File: src/rtl/mem_arbiter_pkg.sv
// Shared definitions for the unified-memory arbiter of the rv32i core:
// data width, access-size encoding, arbiter FSM states and owner tags.
package mem_arbiter_pkg;

  localparam int DATA_WIDTH = 32;

  typedef enum logic [1:0] {
    MEM_BYTE = 2'd0,
    MEM_HALF = 2'd1,
    MEM_WORD = 2'd2
  } mem_size_t;

  typedef enum logic [1:0] {
    ARB_IDLE = 2'd0,
    ARB_REQ  = 2'd1,
    ARB_RESP = 2'd2
  } arb_state_t;

  typedef enum logic {
    ARB_OWN_IF = 1'b0,
    ARB_OWN_LS = 1'b1
  } arb_owner_t;

  // Starvation counter width; a zero limit still needs one bit.
  function automatic int cnt_width(input int limit);
    return (limit > 0) ? $clog2(limit + 1) : 1;
  endfunction

endpackage

File: src/rtl/mem_arb_priority.sv
// Winner selection for the memory arbiter: LS has priority over IF unless
// IF has been denied STARVE_LIMIT consecutive cycles. Holds the starvation
// counter and produces the combinational grants (only while idle).
module mem_arb_priority
  import mem_arbiter_pkg::*;
#(
  parameter int STARVE_LIMIT = 4
) (
  input  logic clk,
  input  logic rst,
  input  logic idle,
  input  logic if_req,
  input  logic ls_req,
  output logic if_gnt,
  output logic ls_gnt
);

  localparam int CNT_W = cnt_width(STARVE_LIMIT);
  localparam logic [CNT_W-1:0] LIMIT_C = CNT_W'(STARVE_LIMIT);

  logic [CNT_W-1:0] starve_cnt;
  logic             starved;
  logic             if_win;

  // A zero limit disables the override entirely.
  assign starved = (STARVE_LIMIT > 0) && (starve_cnt == LIMIT_C);
  assign if_win  = if_req && (!ls_req || starved);

  // Grants are masked during reset so every output reads 0 while rst is high.
  assign if_gnt = idle && !rst && if_win;
  assign ls_gnt = idle && !rst && ls_req && !if_win;

  // Count consecutive denied IF-request cycles, saturating at the limit.
  always_ff @(posedge clk or posedge rst) begin
    if (rst) begin
      starve_cnt <= '0;
    end else if (STARVE_LIMIT > 0) begin
      if (!if_req || if_gnt) begin
        starve_cnt <= '0;
      end else if (!starved) begin
        starve_cnt <= starve_cnt + 1'b1;
      end
    end
  end

endmodule

File: src/rtl/mem_arbiter.sv
// Arbiter sharing one single-port memory between instruction fetch (IF)
// and load/store (LS). One transaction in flight: IDLE -> REQ -> RESP.
// Optional build macro MEM_ARB_PERF_EN adds perf_conflict_cnt, counting
// IDLE cycles in which both requesters asked for the memory.
module mem_arbiter
  import mem_arbiter_pkg::*;
#(
  parameter int STARVE_LIMIT = 4
) (
  input  logic                  clk,
  input  logic                  rst,
  input  logic                  if_req,
  input  logic [DATA_WIDTH-1:0] if_addr,
  output logic                  if_gnt,
  output logic                  if_rvalid,
  output logic [DATA_WIDTH-1:0] if_rdata,
  input  logic                  ls_req,
  input  logic                  ls_we,
  input  logic [DATA_WIDTH-1:0] ls_addr,
  input  logic [DATA_WIDTH-1:0] ls_wdata,
  input  mem_size_t             ls_size,
  input  logic                  ls_sign,
  output logic                  ls_gnt,
  output logic                  ls_rvalid,
  output logic [DATA_WIDTH-1:0] ls_rdata,
  output logic                  mem_req,
  output logic                  mem_we,
  output logic [DATA_WIDTH-1:0] mem_addr,
  output logic [DATA_WIDTH-1:0] mem_wdata,
  output mem_size_t             mem_size,
  output logic                  mem_sign,
  input  logic                  mem_ready,
  input  logic                  mem_rvalid,
  input  logic [DATA_WIDTH-1:0] mem_rdata
`ifdef MEM_ARB_PERF_EN
  ,
  output logic [31:0]           perf_conflict_cnt
`endif
);

  localparam logic [1:0] ST_IDLE = ARB_IDLE;
  localparam logic [1:0] ST_REQ  = ARB_REQ;
  localparam logic [1:0] ST_RESP = ARB_RESP;

  logic [1:0]            state;
  arb_owner_t            owner;
  logic                  idle;
  logic                  rsp_done;
  logic [DATA_WIDTH-1:0] rsp_data;

  assign idle     = (state == ST_IDLE);
  assign mem_req  = (state == ST_REQ);
  assign rsp_done = (state == ST_RESP) && mem_rvalid;
  // Writes complete with a zero data word regardless of the bus contents.
  assign rsp_data = mem_we ? '0 : mem_rdata;

  mem_arb_priority #(
    .STARVE_LIMIT(STARVE_LIMIT)
  ) u_priority (
    .clk    (clk),
    .rst    (rst),
    .idle   (idle),
    .if_req (if_req),
    .ls_req (ls_req),
    .if_gnt (if_gnt),
    .ls_gnt (ls_gnt)
  );

  // FSM and transaction latch: fields captured at grant, held through REQ/RESP.
  always_ff @(posedge clk or posedge rst) begin
    if (rst) begin
      state     <= ST_IDLE;
      owner     <= ARB_OWN_IF;
      mem_we    <= 1'b0;
      mem_addr  <= '0;
      mem_wdata <= '0;
      mem_size  <= MEM_WORD;
      mem_sign  <= 1'b0;
    end else begin
      case (state)
        ST_IDLE: begin
          if (if_gnt) begin
            owner     <= ARB_OWN_IF;
            mem_we    <= 1'b0;
            mem_addr  <= if_addr;
            mem_wdata <= '0;
            mem_size  <= MEM_WORD;
            mem_sign  <= 1'b0;
            state     <= ST_REQ;
          end else if (ls_gnt) begin
            owner     <= ARB_OWN_LS;
            mem_we    <= ls_we;
            mem_addr  <= ls_addr;
            mem_wdata <= ls_wdata;
            mem_size  <= ls_size;
            mem_sign  <= ls_sign;
            state     <= ST_REQ;
          end
        end
        ST_REQ: begin
          if (mem_ready) state <= ST_RESP;
        end
        ST_RESP: begin
          if (mem_rvalid) state <= ST_IDLE;
        end
        default: state <= ST_IDLE;
      endcase
    end
  end

  // Route the completion to the owner only; rdata holds between pulses.
  always_ff @(posedge clk or posedge rst) begin
    if (rst) begin
      if_rvalid <= 1'b0;
      ls_rvalid <= 1'b0;
      if_rdata  <= '0;
      ls_rdata  <= '0;
    end else begin
      if_rvalid <= 1'b0;
      ls_rvalid <= 1'b0;
      if (rsp_done) begin
        if (owner == ARB_OWN_IF) begin
          if_rvalid <= 1'b1;
          if_rdata  <= rsp_data;
        end else begin
          ls_rvalid <= 1'b1;
          ls_rdata  <= rsp_data;
        end
      end
    end
  end

`ifdef MEM_ARB_PERF_EN
  // Count idle cycles where both requesters contend (wraps at 2^32).
  always_ff @(posedge clk or posedge rst) begin
    if (rst) begin
      perf_conflict_cnt <= '0;
    end else if (idle && if_req && ls_req) begin
      perf_conflict_cnt <= perf_conflict_cnt + 32'd1;
    end
  end
`endif

endmodule

File: config.mk
export PLATFORM = sky130hd
export DESIGN_NAME = mem_arbiter
export DESIGN_NICKNAME = d
export VERILOG_FILES = /design/src/rtl/mem_arbiter_pkg.sv /design/src/rtl/mem_arb_priority.sv /design/src/rtl/mem_arbiter.sv
export SDC_FILE = /design/constraint.sdc
export NUM_CORES = 1
export LEC_CHECK = 0
export CAP_MARGIN = 5
export CORE_ASPECT_RATIO = 2
export CORE_MARGIN = 2
export CORE_UTILIZATION = 35
export DETAILED_ROUTE_END_ITERATION = 8
export DONT_BUFFER_PORTS = 1
export MAX_ROUTING_LAYER = met4
export PLACE_DENSITY_LB_ADDON = 0.12
export SYNTH_ARGS = -nofsm -noshare
export SYNTH_HDL_FRONTEND = slang
export SYNTH_HIERARCHICAL = 1
export SYNTH_SLANG_ARGS = --single-unit
File: constraint.sdc
create_clock -name clk -period 5.8 [get_ports clk]
set_clock_uncertainty 0.2 [all_clocks]
set_input_delay 0.58 -clock clk [delete_from_list [all_inputs] [get_ports clk]]
set_output_delay 0.58 -clock clk [all_outputs]
set_load 0.05 [all_outputs]
==> results of run 1 <==
==> placed cells by master (no fill, tap or decap), drive strengths merged, types with 2 or more instances in the layout <==
cell type  instances
inv               10
nand3              3
dfrtp            139
and3               2
mux2              99
nor2b             37
nand2             65
mux2i              2
buf                8
a21o               2
nand2b            33
bufinv             4
a21bo              2
nor2               3
a221oi             2
o21ai             65
ha                 2
clkbuf            23
==> final timing paths <==
| kind | to | slack [ns] | from | depth (start not counted) |
|---|---|---|---|---|
| worst max-delay path | mem_addr[26] | 2.21 | state[1] | 6 |
| worst min-delay path | state[1] | 0.08 | mem_rvalid | 1 |
| worst max register to register | mem_addr[26] | 2.21 | state[1] | 6 |
| worst min register to register | owner | 0.35 | owner | 2 |
| max in group asynchronous | mem_wdata[5] | 3.53 | rst | 3 |
| min in group asynchronous | u_priority/starve_cnt[2] | 0.38 | rst | 2 |
==> through the flow <==
stage / setup slack [ns] / util, % / instances / hold WS [ns] / cell area [µm²]
3_3_place_gp: 2.22 / 35.8 / 696 / 0.157 / 6490
3_5_place_dp: 2.15 / 35.8 / 696 / 0.160 / 6490
4_1_cts: 2.13 / 39.2 / 726 / 0.0527 / 7110
2_1_floorplan: 1.35 / - / 506 / 0.134 / 6420
6_report: 2.21 / 39.2 / 727 / 0.0790 / 7120
5_1_grt: 1.95 / 39.2 / 727 / 0.0530 / 7120
==> worst reg2reg max path: stages (launching register included) <==
cell and delay (ns):
dfrtp_1 0.43, nor2_1 0.18, nor2b_1 0.47, and3_1 0.62, o21a_4 0.84, buf_4 0.42, mux2_4 0.33
==> flip-flops by register name, summed over array words and instances (netlist names), 2 cells and up <==
| signal | cells |
|---|---|
| if_rdata | 32 |
| ls_rdata | 32 |
| mem_addr | 32 |
| mem_wdata | 32 |
| u_priority/starve_cnt | 3 |
| mem_size | 2 |
| state | 2 |
==> cells by family (layout without fill, tap and decap cells) <==
group | Yosys count | in the layout
AOI/OAI and AO/OA | 73 | 73
adders and majority gates | 2 | 2
other | 0 | 1
buffers and inverters | 44 | 48
DFF | 140 | 140
muxes | 101 | 101
and+or+nand+nor | 146 | 146
==> area by class of cell <==
class,count,area (µm²)
Clock inverter,6,136
Tap cell,216,270
Inverter,10,42.5
Multi-Input combinational cell,322,2610
Antenna cell,1,2.50
Clock buffer,23,478
Sequential cell,140,3500
Fill cell,1763,11000
Timing Repair Buffer,9,70.1
==> layer usage <==
metal / global-route usage, % / share of wire [%] / routed length [µm] / up-vias
met1: 15.9 / 34 / 5190 / 1822
met5: - / 0 / 0 / -
met3: 5.40 / 7.2 / 1100 / 28
met2: 28.5 / 56 / 8490 / 179
met4: 8.02 / 3.2 / 488 / 0
li1: - / - / - / 1678
==> impl_metrics.yaml, run 1 <==
cells_and_area:
  nets: 640
  area_delta_synth_final_pct: 10.8
  drive_gt1_share_pct: 28.2
critical_path:
  crit_buf_inv: 1
  path_cells: "nor2_1 -> nor2b_1 -> and3_1 -> o21a_4 -> buf_4 -> mux2_4"
  path_delay_family: "simple AND/OR/NAND/NOR gates"
  critPathMaxStageDelay_ns: 0.84
  cp.required_ns: 5.90
  slowest_stage: "o21a_4"
  crit_path_start_kind: "flop"
  cp_max_fo: 48
  end_kind: "flop"
  critPathKind: "flop to flop"
  arrival_ns: 3.69
clocking:
  post_cts_buffers: 0
  ctsHoldBuffers: 1
  ctsResizeCount: 0
  cts_root_buf: "clkbuf_16"
  cts_tree: "done"
  cts.path.max_buffers: 2
  cts_buffers: 17
  cts_htree_levels: 4
  clkSlewWorstSetupHoldPaths_ns: 0.06
  cts.sinks: 140
  clk_latency_ns: 0.41
floorplanning:
  num_rows: 70
  ios: 275
  die-area_um2: 19500
  die_w_um: 99.8
  initial_core_util_pct: 35.4
  die_h_um: 196
  core_area_um2: 18100
synthesis:
  postSynthCellCount: 506
  synth_mux_area_share_pct: 21.6
  yosys-top-cells-count: "139 x dfrtp_1, 67 x mux2_4, 65 x nand2_1, 45 x o21ai_0, 37 x nor2b_1"
  synth_fp_nets: 646
  synth_flop_cell: "dfrtp_1"
  ys_seq_area_share_pct: 54.6
  ys_types: 30
  synth_fa_ha_area_share_pct: 0.390
  syn_area_um2: 6420
  synth_top_area_share_pct: 54.2
  synth_most_common_cell: "dfrtp_1"
  yosysWarningCount: 6
  ys_ff_latch: 140
  postSynth.asyncResetShare_pct: 100
  synth_area_leaders: "dfrtp_1 54%, mux2_4 16%, mux2_2 5.6%"
  synthXorXnorAreaFrac_pct: 0
  yosys.area_share.simple_pct: 11.7
  syn_avg_cell_area_um2: 12.7
  synth_compound_area_share_pct: 6.74
  yosys.area.top_type: "dfrtp_1"
  synth_enable_flop_cells: 0
  synth_top_family_by_area: "multiplexers"
global_routing:
  grt_pass1_wl_mm: 23.4
  gr-total-overflow: 0
  grt_pass1_vias: 4098
  track_usage_pct: 16.3
  grt_max_degree: 85
  antenna_found_initial: 1
routing:
  ant_nets: 0
  drc_errors: 0
  drtPass1Iterations: 4
  drt_wl_total_mm: 15.3
  drt-initial-drc-count: 70
  wire_per_inst_um: 21.0
  vias: 3707
  viasPerCell: 5.10
timing:
  setup_viol: 0
  hold_violations: 0
  drv_slew: 0
  min_period_ns: 3.59
  finalSetupTns_ns: 0
  tightest_slew_ns: 0.956
  rsz0062_at_grt: "false"
  fmax_mhz: 278
  relSlewSlack_pct: 36.3
  period_share_pct: 62.0
run:
  max-cap-violations: 0
status:
  outcome: "completed"
place:
  gp_congestion: 0.761
  numPortBuffers: 0
  dp_hpwl_mm: 10.8
worst_hold_path:
  worst_hold_path_type: "input port to flop"
Power of run 1 is not shown: default switching activity piles up to over one toggle a cycle in this logic, so the estimate is an artifact.
==> run 2, diff against run 1 <==
--- a/config.mk
+++ b/config.mk
@@ -5,6 +5,7 @@
 export SDC_FILE = /design/constraint.sdc
 export NUM_CORES = 1
 export LEC_CHECK = 0
+export ABC_AREA = 1
 export CAP_MARGIN = 5
 export CORE_ASPECT_RATIO = 2
 export CORE_MARGIN = 2
==> constraint.sdc (replaced) <==
create_clock -name clk -period 2.9 [get_ports clk]
set_clock_uncertainty 0.2 [all_clocks]
set_input_delay 0.29 -clock clk [delete_from_list [all_inputs] [get_ports clk]]
set_output_delay 0.29 -clock clk [all_outputs]
set_load 0.05 [all_outputs]
==> impl_metrics.yaml, run 2 <==
status:
  outcome: "completed"
timing:
  rsz0062_at_grt: "false"
  drv_slew: 0
  tightest_slew_ns: 1.19
  setup_viol: 0
  min_period_ns: 2.63
  hold_violations: 0
  finalSetupTns_ns: 0
  setup_slack_ns: 0.274
  fmax_mhz: 381
  relSlewSlack_pct: 20.3
  period_share_pct: 90.6
place:
  gp_congestion: 0.800
  numPortBuffers: 0
  dp_hpwl_mm: 10.6
  place_worst_setup_slack_ns: 0.452
synthesis:
  synth_enable_flop_cells: 0
  postSynthCellCount: 788
  syn_area_um2: 6220
  syn_avg_cell_area_um2: 7.89
  yosysWarningCount: 6
  ys_seq_area_share_pct: 56.3
  ys_types: 25
  synth_fp_nets: 928
  yosys.area.top_type: "dfrtp_1"
  yosys-top-cells-count: "462 x nand2_1, 139 x dfrtp_1, 43 x inv_1, 38 x nor2_1, 37 x nand4_1"
  synth_area_leaders: "dfrtp_1 56%, nand2_1 28%, nand4_1 3.7%"
  synth_flop_cell: "dfrtp_1"
  synth_most_common_cell: "nand2_1"
  synth_top_area_share_pct: 55.9
  postSynth.asyncResetShare_pct: 100
  ys_ff_latch: 140
floorplanning:
  core_area_um2: 17600
  die-area_um2: 18900
  die_w_um: 98.3
  initial_core_util_pct: 35.3
  num_rows: 69
  ios: 275
  die_h_um: 193
routing:
  drc_errors: 0
  wire_per_inst_um: 16.1
  drt_wl_total_mm: 18.3
  drtPass1Iterations: 5
  vias: 5446
  ant_nets: 0
  drt-initial-drc-count: 177
  viasPerCell: 4.78
pwr:
  p_per_area_nw_per_um2: 1230
  p_int_mw: 4.86
  switching_share_pct: 53.1
  leakage_nw: 4.49
  switchingPower_mw: 5.50
  peakVddDrop_uv: 609
  pwr-share-clk_pct: 21.7
  seqPwrFrac_pct: 59.3
  power_frac_comb_pct: 19.0
clocking:
  post_cts_buffers: 0
  cts_root_buf: "clkbuf_16"
  clkSlewWorstSetupHoldPaths_ns: 0.06
  cts.sinks: 140
  cts_htree_levels: 4
  cts_buffers: 17
  cts_tree: "done"
  clk_latency_ns: 0.41
  ctsResizeCount: 0
  cts.path.max_buffers: 2
critical_path:
  cp_max_fo: 34
  arrival_ns: 2.14
  path_cells: "nor2_8 -> inv_1 -> nor2_1 -> nand2_1 -> a21oi_4 -> buf_4"
  critPathMaxStageDelay_ns: 0.51
  path_delay_family: "buffers and inverters"
  slowest_stage: "dfrtp_1"
  critPathKind: "flop to output port"
  crit_buf_inv: 2
  cp.required_ns: 2.41
  crit_path_start_kind: "flop"
  end_kind: "output port"
global_routing:
  gr-total-overflow: 0
  grt_max_degree: 138
  track_usage_pct: 20.1
  antenna_found_initial: 0
  grt_pass1_wl_mm: 29.3
  grt_pass1_vias: 5550
cells_and_area:
  mostFrequentLayoutCells: "462 x nand2_1, 138 x dlygate4sd3_1, 138 x dfrtp_1"
  drive_gt1_share_pct: 6.69
  num_antenna_cells: 0
  fin_util_pct: 47.7
  layout_commonest_cell: "nand2_1"
  nets: 1054
  area_delta_synth_final_pct: 35.0
worst_hold_path:
  worst_hold_path_type: "input port to asynchronous set/reset pin"
run:
  max-cap-violations: 0
[run 2: cell count changes after synthesis, moves of 9 or more]
cell | before | now
buf_2 | 12 | 25
nand2_1 | 65 | 462
buf_4 | 0 | 9
inv_1 | 10 | 43
o21ai_1 | 20 | 1
nand2b_1 | 33 | 0
mux2_4 | 67 | 0
mux2_2 | 32 | 0
nor2b_1 | 37 | 0
o21ai_0 | 45 | 2
nor2_1 | 3 | 38
nand4_1 | 0 | 37
[run 2: power groups by stage]
stage,combinational (mW),sequential (mW),clock [mW]
2_1_floorplan,1.52,5.88,0
3_3_place_gp,1.79,6.20,0
3_5_place_dp,1.83,6.19,0
4_1_cts,1.98,6.16,2.32
5_1_grt,2.29,6.25,2.41
6_report,1.96,6.14,2.25
[run 2: metal layers]
metal  share of wire (%)  global-route usage (%)  vias to the layer above  wire, µm
li1                    -                       -                     2642         -
met1                  41                    24.2                     2537      7590
met2                  49                    32.3                      247      8890
met3                 8.1                    6.01                       20      1490
met4                 1.8                    6.90                        0       323
met5                   0                       -                        -         0
[run 2: repair_timing]
item | 4_1_cts | 5_1_grt
hold buffers | 138 | 0
setup endpoints to repair | 0 | 0
hold endpoints to repair | 276 | 0
[run 2: logic make-up after synthesis]
logic type / count (synthesis) / share of synthesized area [%]
simple gates: 547 / 35.6
xor+xnor: 1 / 0.141
buf+inv: 90 / 6.72
fa+ha+maj: 2 / 0.402
compound gates: 8 / 0.784
flops: 140 / 56.3
[run 2: cell type report]
cell class                 instances  area (µm²)
multi-input combinational        558        2320
clock inverter                    10         139
timing repair buffer             152        1520
inverter                          45         173
sequential                       140        3510
tap                              213         267
fill                            1646        9210
clock buffer                      22         474
[run 2: worst register-to-register path, delay by kind of cell, from the launching register on]
kind          cells  cell delay (ns)
buf+inv           3             1.01
flops             1             0.34
simple gates      7             0.72
fa+ha+maj         1             0.22
[run 2: stage by stage]
stage	hold WS (ns)	power [mW]	cells	area (µm²)
after floorplan	-0.156	7.40	788	6230
after global placement	-0.138	8.00	970	6400
after detailed placement	-0.144	8.01	970	6400
after CTS	0.0713	10.5	1140	8400
after global routing	0.0836	11.0	1140	8400
final	0.0896	10.4	1140	8400
[run 2: worst paths after layout]
path                                          start                        to  slack [ns]  depth (start not counted)
min in group clk                         mem_rvalid                 ls_rvalid        0.15                          3
setup reg to reg           u_priority/starve_cnt[0]              mem_addr[25]        0.36                         11
max in group asynchronous                       rst                    mem_we        1.40                          3
hold / removal                                  rst  u_priority/starve_cnt[1]        0.09                          2
hold reg to reg            u_priority/starve_cnt[2]  u_priority/starve_cnt[2]        0.40                          2
setup / recovery                           state[1]                    ls_gnt        0.27                          6
Power figures use the tool's default switching activity.
